$ cat src/rtl/mouse_master_sm.sv
// PS/2 host sequencer: resets/enables the mouse, then assembles 3-byte packets into status/dX/dY.
// Optional macro MOUSE_SAMPLE_RATE_EN adds the F3 <rate> step to the init sequence.
module mouse_master_sm #(
   parameter int unsigned TIMEOUT_CYCLES = 100_000_000,
   parameter logic [7:0]  SAMPLE_RATE    = 8'h64
) (
   input  logic       CLK,
   input  logic       RESET,
   output logic       SEND_BYTE,
   output logic [7:0] BYTE_TO_SEND,
   input  logic       BYTE_SENT,
   input  logic       BYTE_READY,
   input  logic [7:0] BYTE_READ,
   input  logic [1:0] BYTE_ERROR_CODE,
   output logic [7:0] MOUSE_STATUS,
   output logic [7:0] MOUSE_DX,
   output logic [7:0] MOUSE_DY,
   output logic       SEND_INTERRUPT,
   output logic       INIT_DONE,
   output logic [3:0] MASTER_STATE_CODE
);

   typedef enum logic [3:0] {
      START          = 4'd0,
      SEND_FF        = 4'd1,
      WAIT_SENT_FF   = 4'd2,
      WAIT_ACK_FF    = 4'd3,
      WAIT_BAT       = 4'd4,
      WAIT_ID        = 4'd5,
      SEND_F3        = 4'd6,
      WAIT_SENT_F3   = 4'd7,
      WAIT_ACK_F3    = 4'd8,
      SEND_RATE      = 4'd9,
      WAIT_SENT_RATE = 4'd10,
      WAIT_ACK_RATE  = 4'd11,
      SEND_F4        = 4'd12,
      WAIT_SENT_F4   = 4'd13,
      WAIT_ACK_F4    = 4'd14,
      STREAM         = 4'd15
   } state_t;

   localparam logic [26:0] CNT_LAST = 27'(TIMEOUT_CYCLES - 1);

   state_t      state;
   state_t      nxt;
   logic [26:0] cnt;
   logic [1:0]  idx;
   logic [7:0]  sh0;
   logic [7:0]  sh1;
   logic        timed_out;
   logic        rx_ok;

   assign timed_out = (cnt == CNT_LAST);
   assign rx_ok     = (BYTE_ERROR_CODE == 2'b00);

   // A received byte takes priority over a timeout expiring in the same cycle.
   function automatic state_t on_resp(input state_t cur, input logic [7:0] want, input state_t pass);
      if (BYTE_READY) return (rx_ok && BYTE_READ == want) ? pass : START;
      if (timed_out)  return START;
      return cur;
   endfunction

   function automatic state_t on_sent(input state_t cur, input state_t pass);
      if (BYTE_SENT) return pass;
      if (timed_out) return START;
      return cur;
   endfunction

   always_comb begin
      nxt = START;
      case (state)
         START:          nxt = SEND_FF;
         SEND_FF:        nxt = WAIT_SENT_FF;
         WAIT_SENT_FF:   nxt = on_sent(state, WAIT_ACK_FF);
         WAIT_ACK_FF:    nxt = on_resp(state, 8'hFA, WAIT_BAT);
         WAIT_BAT:       nxt = on_resp(state, 8'hAA, WAIT_ID);
`ifdef MOUSE_SAMPLE_RATE_EN
         WAIT_ID:        nxt = on_resp(state, 8'h00, SEND_F3);
         SEND_F3:        nxt = WAIT_SENT_F3;
         WAIT_SENT_F3:   nxt = on_sent(state, WAIT_ACK_F3);
         WAIT_ACK_F3:    nxt = on_resp(state, 8'hFA, SEND_RATE);
         SEND_RATE:      nxt = WAIT_SENT_RATE;
         WAIT_SENT_RATE: nxt = on_sent(state, WAIT_ACK_RATE);
         WAIT_ACK_RATE:  nxt = on_resp(state, 8'hFA, SEND_F4);
`else
         WAIT_ID:        nxt = on_resp(state, 8'h00, SEND_F4);
`endif
         SEND_F4:        nxt = WAIT_SENT_F4;
         WAIT_SENT_F4:   nxt = on_sent(state, WAIT_ACK_F4);
         WAIT_ACK_F4:    nxt = on_resp(state, 8'hFA, STREAM);
         STREAM:         nxt = STREAM;
         default:        nxt = START;
      endcase
   end

   always_ff @(posedge CLK) begin
      if (!RESET) begin
         state             <= START;
         cnt               <= '0;
         idx               <= '0;
         sh0               <= '0;
         sh1               <= '0;
         SEND_BYTE         <= 1'b0;
         BYTE_TO_SEND      <= '0;
         MOUSE_STATUS      <= '0;
         MOUSE_DX          <= '0;
         MOUSE_DY          <= '0;
         SEND_INTERRUPT    <= 1'b0;
         INIT_DONE         <= 1'b0;
         MASTER_STATE_CODE <= '0;
      end else begin
         state             <= nxt;
         MASTER_STATE_CODE <= nxt;
         INIT_DONE         <= (nxt == STREAM);
         SEND_BYTE         <= 1'b0;
         SEND_INTERRUPT    <= 1'b0;
         if (state == STREAM) begin
            // Gap timer runs only while a packet is partially assembled.
            if (BYTE_READY) begin
               cnt <= '0;
               if (!rx_ok) begin
                  idx <= '0;
               end else begin
                  case (idx)
                     2'd0: if (BYTE_READ[3]) begin sh0 <= BYTE_READ; idx <= 2'd1; end
                     2'd1: begin sh1 <= BYTE_READ; idx <= 2'd2; end
                     2'd2: begin
                        MOUSE_STATUS   <= sh0;
                        MOUSE_DX       <= sh1;
                        MOUSE_DY       <= BYTE_READ;
                        SEND_INTERRUPT <= 1'b1;
                        idx            <= 2'd0;
                     end
                     default: idx <= 2'd0;
                  endcase
               end
            end else if (idx == 2'd0) begin
               cnt <= '0;
            end else if (timed_out) begin
               cnt <= '0;
               idx <= '0;
            end else begin
               cnt <= cnt + 27'd1;
            end
         end else if (nxt != state) begin
            cnt <= '0;
            idx <= '0;
            case (nxt)
               SEND_FF:   begin SEND_BYTE <= 1'b1; BYTE_TO_SEND <= 8'hFF;       end
               SEND_F3:   begin SEND_BYTE <= 1'b1; BYTE_TO_SEND <= 8'hF3;       end
               SEND_RATE: begin SEND_BYTE <= 1'b1; BYTE_TO_SEND <= SAMPLE_RATE; end
               SEND_F4:   begin SEND_BYTE <= 1'b1; BYTE_TO_SEND <= 8'hF4;       end
               default:   ;
            endcase
         end else begin
            cnt <= cnt + 27'd1;
         end
      end
   end

endmodule

$ cat config.mk
export PLATFORM = sky130hd
export DESIGN_NAME = mouse_master_sm
export DESIGN_NICKNAME = d
export VERILOG_FILES = /design/src/rtl/mouse_master_sm.sv
export SDC_FILE = /design/constraint.sdc
export NUM_CORES = 1
export LEC_CHECK = 0
export ABC_AREA = 0
export BUFFER_PORTS_ARGS = -buffer_cell sky130_fd_sc_hd__clkbuf_2
export CAP_MARGIN = 20
export CORE_AREA = 2 2 82 84
export DETAILED_ROUTE_END_ITERATION = 16
export DIE_AREA = 0 0 84 86
export PLACE_DENSITY = 0.82
export SETUP_SLACK_MARGIN = 0.15
export SYNTH_ARGS = -nofsm -noshare
export SYNTH_HDL_FRONTEND = slang
export SYNTH_SLANG_ARGS = --single-unit
export TNS_END_PERCENT = 10
$ cat constraint.sdc
create_clock -name CLK -period 3.7 [get_ports CLK]
set_clock_uncertainty 0.05 [all_clocks]
set_input_delay 0.74 -clock CLK [delete_from_list [all_inputs] [get_ports CLK]]
set_output_delay 0.74 -clock CLK [all_outputs]
set_load 0.02 [all_outputs]
==> results.json, run 1 <==
{
  "grt_pass1_vias": 3020,
  "drt_iter0_markers": 277,
  "postCtsSetupBuffers": 0,
  "tightest_slew_ns": 0.706,
  "outcome": "finished, final reports clean",
  "ctsHtreeMaxLevel": 3,
  "antenna_found_initial": 0,
  "hold_class": "reg2reg",
  "leakage_nw": 1.55,
  "rsz0062_at_grt": "no",
  "grt_max_degree": 57,
  "worstSkewPairLatency_ns": 0.36,
  "crit_chain": "nand2_1, or3_1, o211a_1, o21a_1, nor4_2, a21oi_4, buf_4, nor3b_1",
  "vias_per_cell": 5.64,
  "wl_per_cell_um": 15.1,
  "ys_seq_area_share_pct": 43.2,
  "fin_crit_ns": 2.91,
  "crit_path_end": "cnt[1]",
  "firstDrtPassIters": 5,
  "critical_path.top_delay_family": "simple AND/OR/NAND/NOR gates",
  "maxCapViolCount": 0,
  "drc_errors": 0,
  "path_max_fanout": 27,
  "avgSynthCellArea_um2": 8.79,
  "drt_wl_total_um": 8300,
  "maxSlewHeadroom_pct": 52.5,
  "dp.cells": 534,
  "ant_nets": 0,
  "layout-area-overhead-vs-synth_pct": 12.5,
  "cts_tree": "yes",
  "finish.net_count": 483,
  "hpwl_um": 5720,
  "power.density_nw_per_um2": 417,
  "totalNegativeSetupSlack_ns": 0,
  "path_class": "reg2reg",
  "final_cell_count_no_fill": 550,
  "fin_util_pct": 67.3,
  "synthCells": 427,
  "cp.arrival_ns": 3.13,
  "io-pin-count": 53,
  "ys_ff_latch": 81,
  "slew_violations": 0,
  "rrSetupSlack_ns": 0.79,
  "startpoint_type": "flop",
  "num_rows": 29,
  "crit-reg2reg-capture": "cnt[1]",
  "syn_area_um2": 3750,
  "clkTransAtPathRegs_ns": 0.09,
  "mostFrequentLayoutCells": "81 x dfxtp_1, 65 x nand2_1, 52 x clkbuf_2",
  "globalplace.congestion": 0.910,
  "max_stage_delay_ns": 0.63,
  "rr_worst_depth": 8,
  "clockBufferDepth": 2,
  "grt_use_total_pct": 24.0,
  "die_h_um": 86,
  "vias": 3104,
  "clock_sinks": 81,
  "die_w_um": 84,
  "yosysWarnings": 0,
  "required_ns": 3.92,
  "die_area_um2": 7220,
  "grt_pass1_wl_um": 14200,
  "final-hold-violation-count": 0,
  "synth.distinct_cells": 63,
  "crit_start": "state[2]",
  "clock-root-buffer": "clkbuf_8",
  "setup_violations": 0,
  "ir_drop_v": 0.000319,
  "cts_inserted_buffers": 9,
  "core_um2": 6280,
  "synthesis.nets": 442,
  "r2r_start": "state[2]",
  "cp_num_cells": 8,
  "mostFrequentLayoutCell": "dfxtp_1",
  "grt-ovfl-total": 0,
  "start_util_pct": 59.8,
  "cp_slowest_cell": "dfxtp_1",
  "holdBufCountCts": 0,
  "synthArstFlopShare_pct": 0,
  "synth_edf_count": 0,
  "clock.fmax_ghz": 0.344,
  "diodes": 0,
  "post-route-period-util_pct": 78.7,
  "layout-drive-gt1-share_pct": 23.5,
  "crit_path_end_kind": "flop",
  "synth_flop_cell": "dfxtp_1",
  "post_cts_resized": 0,
  "portBuffers": 52,
  "cp_num_buf_inv": 1
}
kinds of logic after synthesis:
family | count (synthesis) | synth area share, %
and+or+nand+nor | 201 | 29.2
AOI/OAI and AO/OA | 69 | 11.7
adders and majority gates | 1 | 0.333
muxes | 16 | 4.30
buffers and inverters | 33 | 5.30
DFF | 81 | 43.2
xor gates and xnor gates | 26 | 6.06
power by group:
group / leakage (nW) / internal [mW] / switching (mW) / total [mW]
Combinational: 0.782 / 0.0441 / 0.0879 / 0.132
Clock: 0.112 / 0.387 / 0.347 / 0.734
Sequential: 0.655 / 0.881 / 0.0141 / 0.895
per-stage QoR:
step	area [um2]	setup slack [ns]	hold slack [ns]	total power [mW]
2_1_floorplan	3750	1.13	0.381	1.01
5_1_grt	4220	0.573	0.426	1.82
3_3_place_gp	4000	0.777	0.385	1.04
6_report	4220	0.789	0.406	1.76
4_1_cts	4220	0.823	0.409	1.76
3_5_place_dp	4000	0.711	0.396	1.05
metal layers:
layer	share of wire, %	routed length (um)	vias up	track usage, %
li1	-	-	1566	-
met1	44	3650	1435	31.5
met2	49	4020	89	38.8
met3	5.8	482	14	5.97
met4	1.7	142	0	8.21
met5	0	0	-	0
worst min-delay path by stage:
stage / start / cells past startpoint / to
3_3_place_gp: sh1[1] / 2 / MOUSE_DX[1]
6_report: MOUSE_DY[6] / 2 / MOUSE_DY[6]
5_1_grt: MOUSE_DX[0] / 2 / MOUSE_DX[0]
3_5_place_dp: MOUSE_DY[6] / 2 / MOUSE_DY[6]
4_1_cts: MOUSE_DY[6] / 2 / MOUSE_DY[6]
2_1_floorplan: sh0[0] / 2 / MOUSE_STATUS[0]
area by class of cell:
cell class	instances	area, um2
clock buffer	9	124
clock inverter	7	101
fill	511	2050
inverter	5	18.8
multi-input combinational	313	1940
sequential	81	1620
tap	77	96.3
timing repair buffer	58	318
tightest hold or removal path: cells and delay by family (launching register included):
kind / cells / cell delay (ns)
DFF: 1 / 0.32
AOI/OAI and AO/OA: 1 / 0.05
and+or+nand+nor: 1 / 0.05
cells in the mapped netlist (7+ instances only):
cell	n	area share [%]
nor3_1	8	1.1
and3_1	8	1.3
nand4_1	7	1.2
nand2_1	65	6.5
nor2_1	46	4.6
dfxtp_1	81	43
nor3_2	19	5.1
nand3_1	15	2.0
a21oi_1	32	4.3
xor2_1	14	3.3
xnor2_1	12	2.8
clkbuf_1	13	1.3
mux2i_1	15	4.0
o21ai_0	8	1.1
registers in the layout (all words and copies together) (netlist names), 2 cells and up:
name          flops
sh0               8
sh1               8
BYTE_TO_SEND      5
idx               2
MOUSE_STATUS      8
state             4
MOUSE_DY          8
MOUSE_DX          8
cnt              27
(Power assumes the default switching activity.)
==> run 2, diff against run 1 <==
Settings changed: CORE_AREA 2 2 82 84 to 2 2 85 87, DIE_AREA 0 0 84 86 to 0 0 87 89, PLACE_DENSITY 0.82 to 0.77.
Clock period 3.7 ns to 2.68 ns, I/O delays scaled along.
==> run 2 against run 1 <==
  * Die area up 7.2%
  * Highest routed layer unchanged
  * Sequential share of layout area down 1.2 points
  * Critical path type unchanged
  * Critical endpoint unchanged
  * Largest cell class unchanged
  * Non-clock buffer count up 16
==> results.json, run 2 (same netlist as run 1, synthesis figures left out) <==
{
  "fin_area_um2": 4370,
  "finish.net_count": 499,
  "cts_inserted_buffers": 9,
  "hold_start": "sh1[3]",
  "cp.arrival_ns": 2.61,
  "tightest_slew_ns": 0.647,
  "ant_nets": 0,
  "post-route-period-util_pct": 88.9,
  "multi_input_area_um2": 1950,
  "seqCellArea_um2": 1620,
  "comb_power_share_pct": 8.5,
  "pwr-share-clk_pct": 40.0,
  "netSwitchingPower_mw": 0.631,
  "hpwl_um": 5900,
  "rrSetupSlack_ns": 0.30,
  "drt_iter0_markers": 191,
  "outcome": "finished, final reports clean",
  "portBuffers": 52,
  "rr_worst_depth": 10,
  "path_max_fanout": 27,
  "power.internal_mw": 1.76,
  "num_rows": 30,
  "hold_depth": 2,
  "clockBufferDepth": 2,
  "fin_crit_ns": 2.38,
  "grt_pass1_wl_um": 14200,
  "ir_drop_v": 0.000434,
  "rsz0062_at_grt": "yes",
  "swShare_pct": 26.4,
  "maxSlewHeadroom_pct": 56.5,
  "path_class": "reg2reg",
  "mostFrequentLayoutCell": "dfxtp_1",
  "io-pin-count": 53,
  "cp_num_buf_inv": 2,
  "clock_sinks": 81,
  "totalNegativeSetupSlack_ns": 0,
  "hold_end": "MOUSE_DX[3]",
  "diodes": 0,
  "vias": 3230,
  "die_h_um": 89,
  "die_area_um2": 7740,
  "regMostFlops": "cnt",
  "max_stage_delay_ns": 0.35,
  "critical_path.top_delay_family": "simple AND/OR/NAND/NOR gates",
  "clock.fmax_ghz": 0.420,
  "clkTransAtPathRegs_ns": 0.09,
  "slew_violations": 0,
  "hold_class": "reg2reg",
  "largest_reg_flops": 27,
  "cts_tree": "yes",
  "setup_violations": 0,
  "drt_wl_total_um": 8590,
  "crit_chain": "ha_1, nand4_1, nor2_1, buf_4, and3_2, o21a_1, nor4_4, a21oi_4, buf_12, nor3b_1",
  "placed_area_um2": 4150,
  "required_ns": 2.91,
  "core_um2": 6720,
  "layout-drive-gt1-share_pct": 26.4,
  "firstDrtPassIters": 5,
  "vias_per_cell": 5.68,
  "r2r_start": "cnt[0]",
  "fillers": 542,
  "globalplace.congestion": 0.969,
  "wl_per_cell_um": 15.1,
  "grt_max_degree": 60,
  "layout-area-overhead-vs-synth_pct": 16.4,
  "mostFrequentLayoutCells": "79 x dfxtp_1, 65 x nand2_1, 52 x clkbuf_2",
  "worstSkewPairLatency_ns": 0.36,
  "ctsHtreeMaxLevel": 3,
  "power.density_nw_per_um2": 546,
  "die_w_um": 87,
  "leakage_nw": 1.62,
  "maxCapViolCount": 0,
  "crit-reg2reg-capture": "cnt[1]",
  "clock-root-buffer": "clkbuf_8",
  "grt_pass1_vias": 2994,
  "grt_use_total_pct": 23.3,
  "grt-ovfl-total": 0,
  "crit_path_end_kind": "flop",
  "final-hold-violation-count": 0,
  "holdBufCountCts": 0,
  "startpoint_type": "flop",
  "drc_errors": 0,
  "power_frac_seq_pct": 51.5,
  "antenna_found_initial": 0,
  "cp_slowest_cell": "dfxtp_1",
  "start_util_pct": 55.9
}
[run 2: cell count changes in the layout (fill, tap and decap cells not counted), sizes merged]
cell,change
buf,+16
bufinv,-1
clkbuf,+1
clkinv,-1
clkinvlp,+1
[run 2: worst register-to-register path, stage by stage, from the launching register on]
cell and delay [ns]:
dfxtp_1 0.35, ha_1 0.25, nand4_1 0.12, nor2_1 0.08, buf_4 0.16, and3_2 0.24, o21a_1 0.23, nor4_4 0.34
a21oi_4 0.10, buf_12 0.20, nor3b_1 0.20
[run 2: worst max-delay path by stage]
stage / start / endpoint / slack, ns / cells past startpoint
after floorplan: BYTE_READ[4] / cnt[11] / 0.32 / 8
after global placement: BYTE_READ[7] / cnt[1] / 0.13 / 9
after detailed placement: BYTE_READ[7] / cnt[1] / 0.11 / 9
after CTS: state[2] / cnt[1] / 0.16 / 8
after global routing: cnt[0] / INIT_DONE / 0.13 / 9
final: cnt[0] / cnt[1] / 0.30 / 10
[run 2: final cells by class]
class                   instances  share of cell area [%]
clock inverters                 6                    1.69
clock buffers                  10                    3.15
flip-flops and latches         81                    37.2
well taps                      80                    2.29
inverters                       5                   0.430
multi-input cells             313                    44.7
repair buffers                 74                    10.6
[run 2: repair_timing]
item	4_1_cts	5_1_grt
resized for setup	0	3
buffers inserted	0	0
setup endpoints to repair	0	29
[run 2: per-layer routing]
| metal | vias up | part of all wire (%) | GRT usage (%) |
|---|---|---|---|
| met1 | 1541 | 45 | 30.0 |
| met2 | 85 | 49 | 37.8 |
| met5 | - | 0 | 0 |
| met4 | 0 | 1.1 | 9.66 |
| met3 | 10 | 4.9 | 5.54 |
| li1 | 1594 | - | - |
[run 2: power groups by stage]
stage                     clock, mW  sequential, mW  combinational (mW)
after CTS                     0.968            1.23               0.200
after global routing           1.02            1.23               0.221
after global placement            0            1.26               0.199
after detailed placement          0            1.26               0.199
after floorplan                   0            1.27               0.127
final                         0.955            1.23               0.204
[run 2: metrics by stage]
step                      instances  util (%)  hold slack, ns  total power, mW  setup WS, ns
final                           569      65.0           0.406             2.39         0.299
after global routing            569      65.0           0.421             2.48         0.134
after CTS                       569      64.9           0.396             2.40         0.161
after detailed placement        553      61.7           0.398             1.46         0.106
after global placement          553      61.7           0.391             1.46         0.135
after floorplan                 427         -           0.381             1.40         0.316
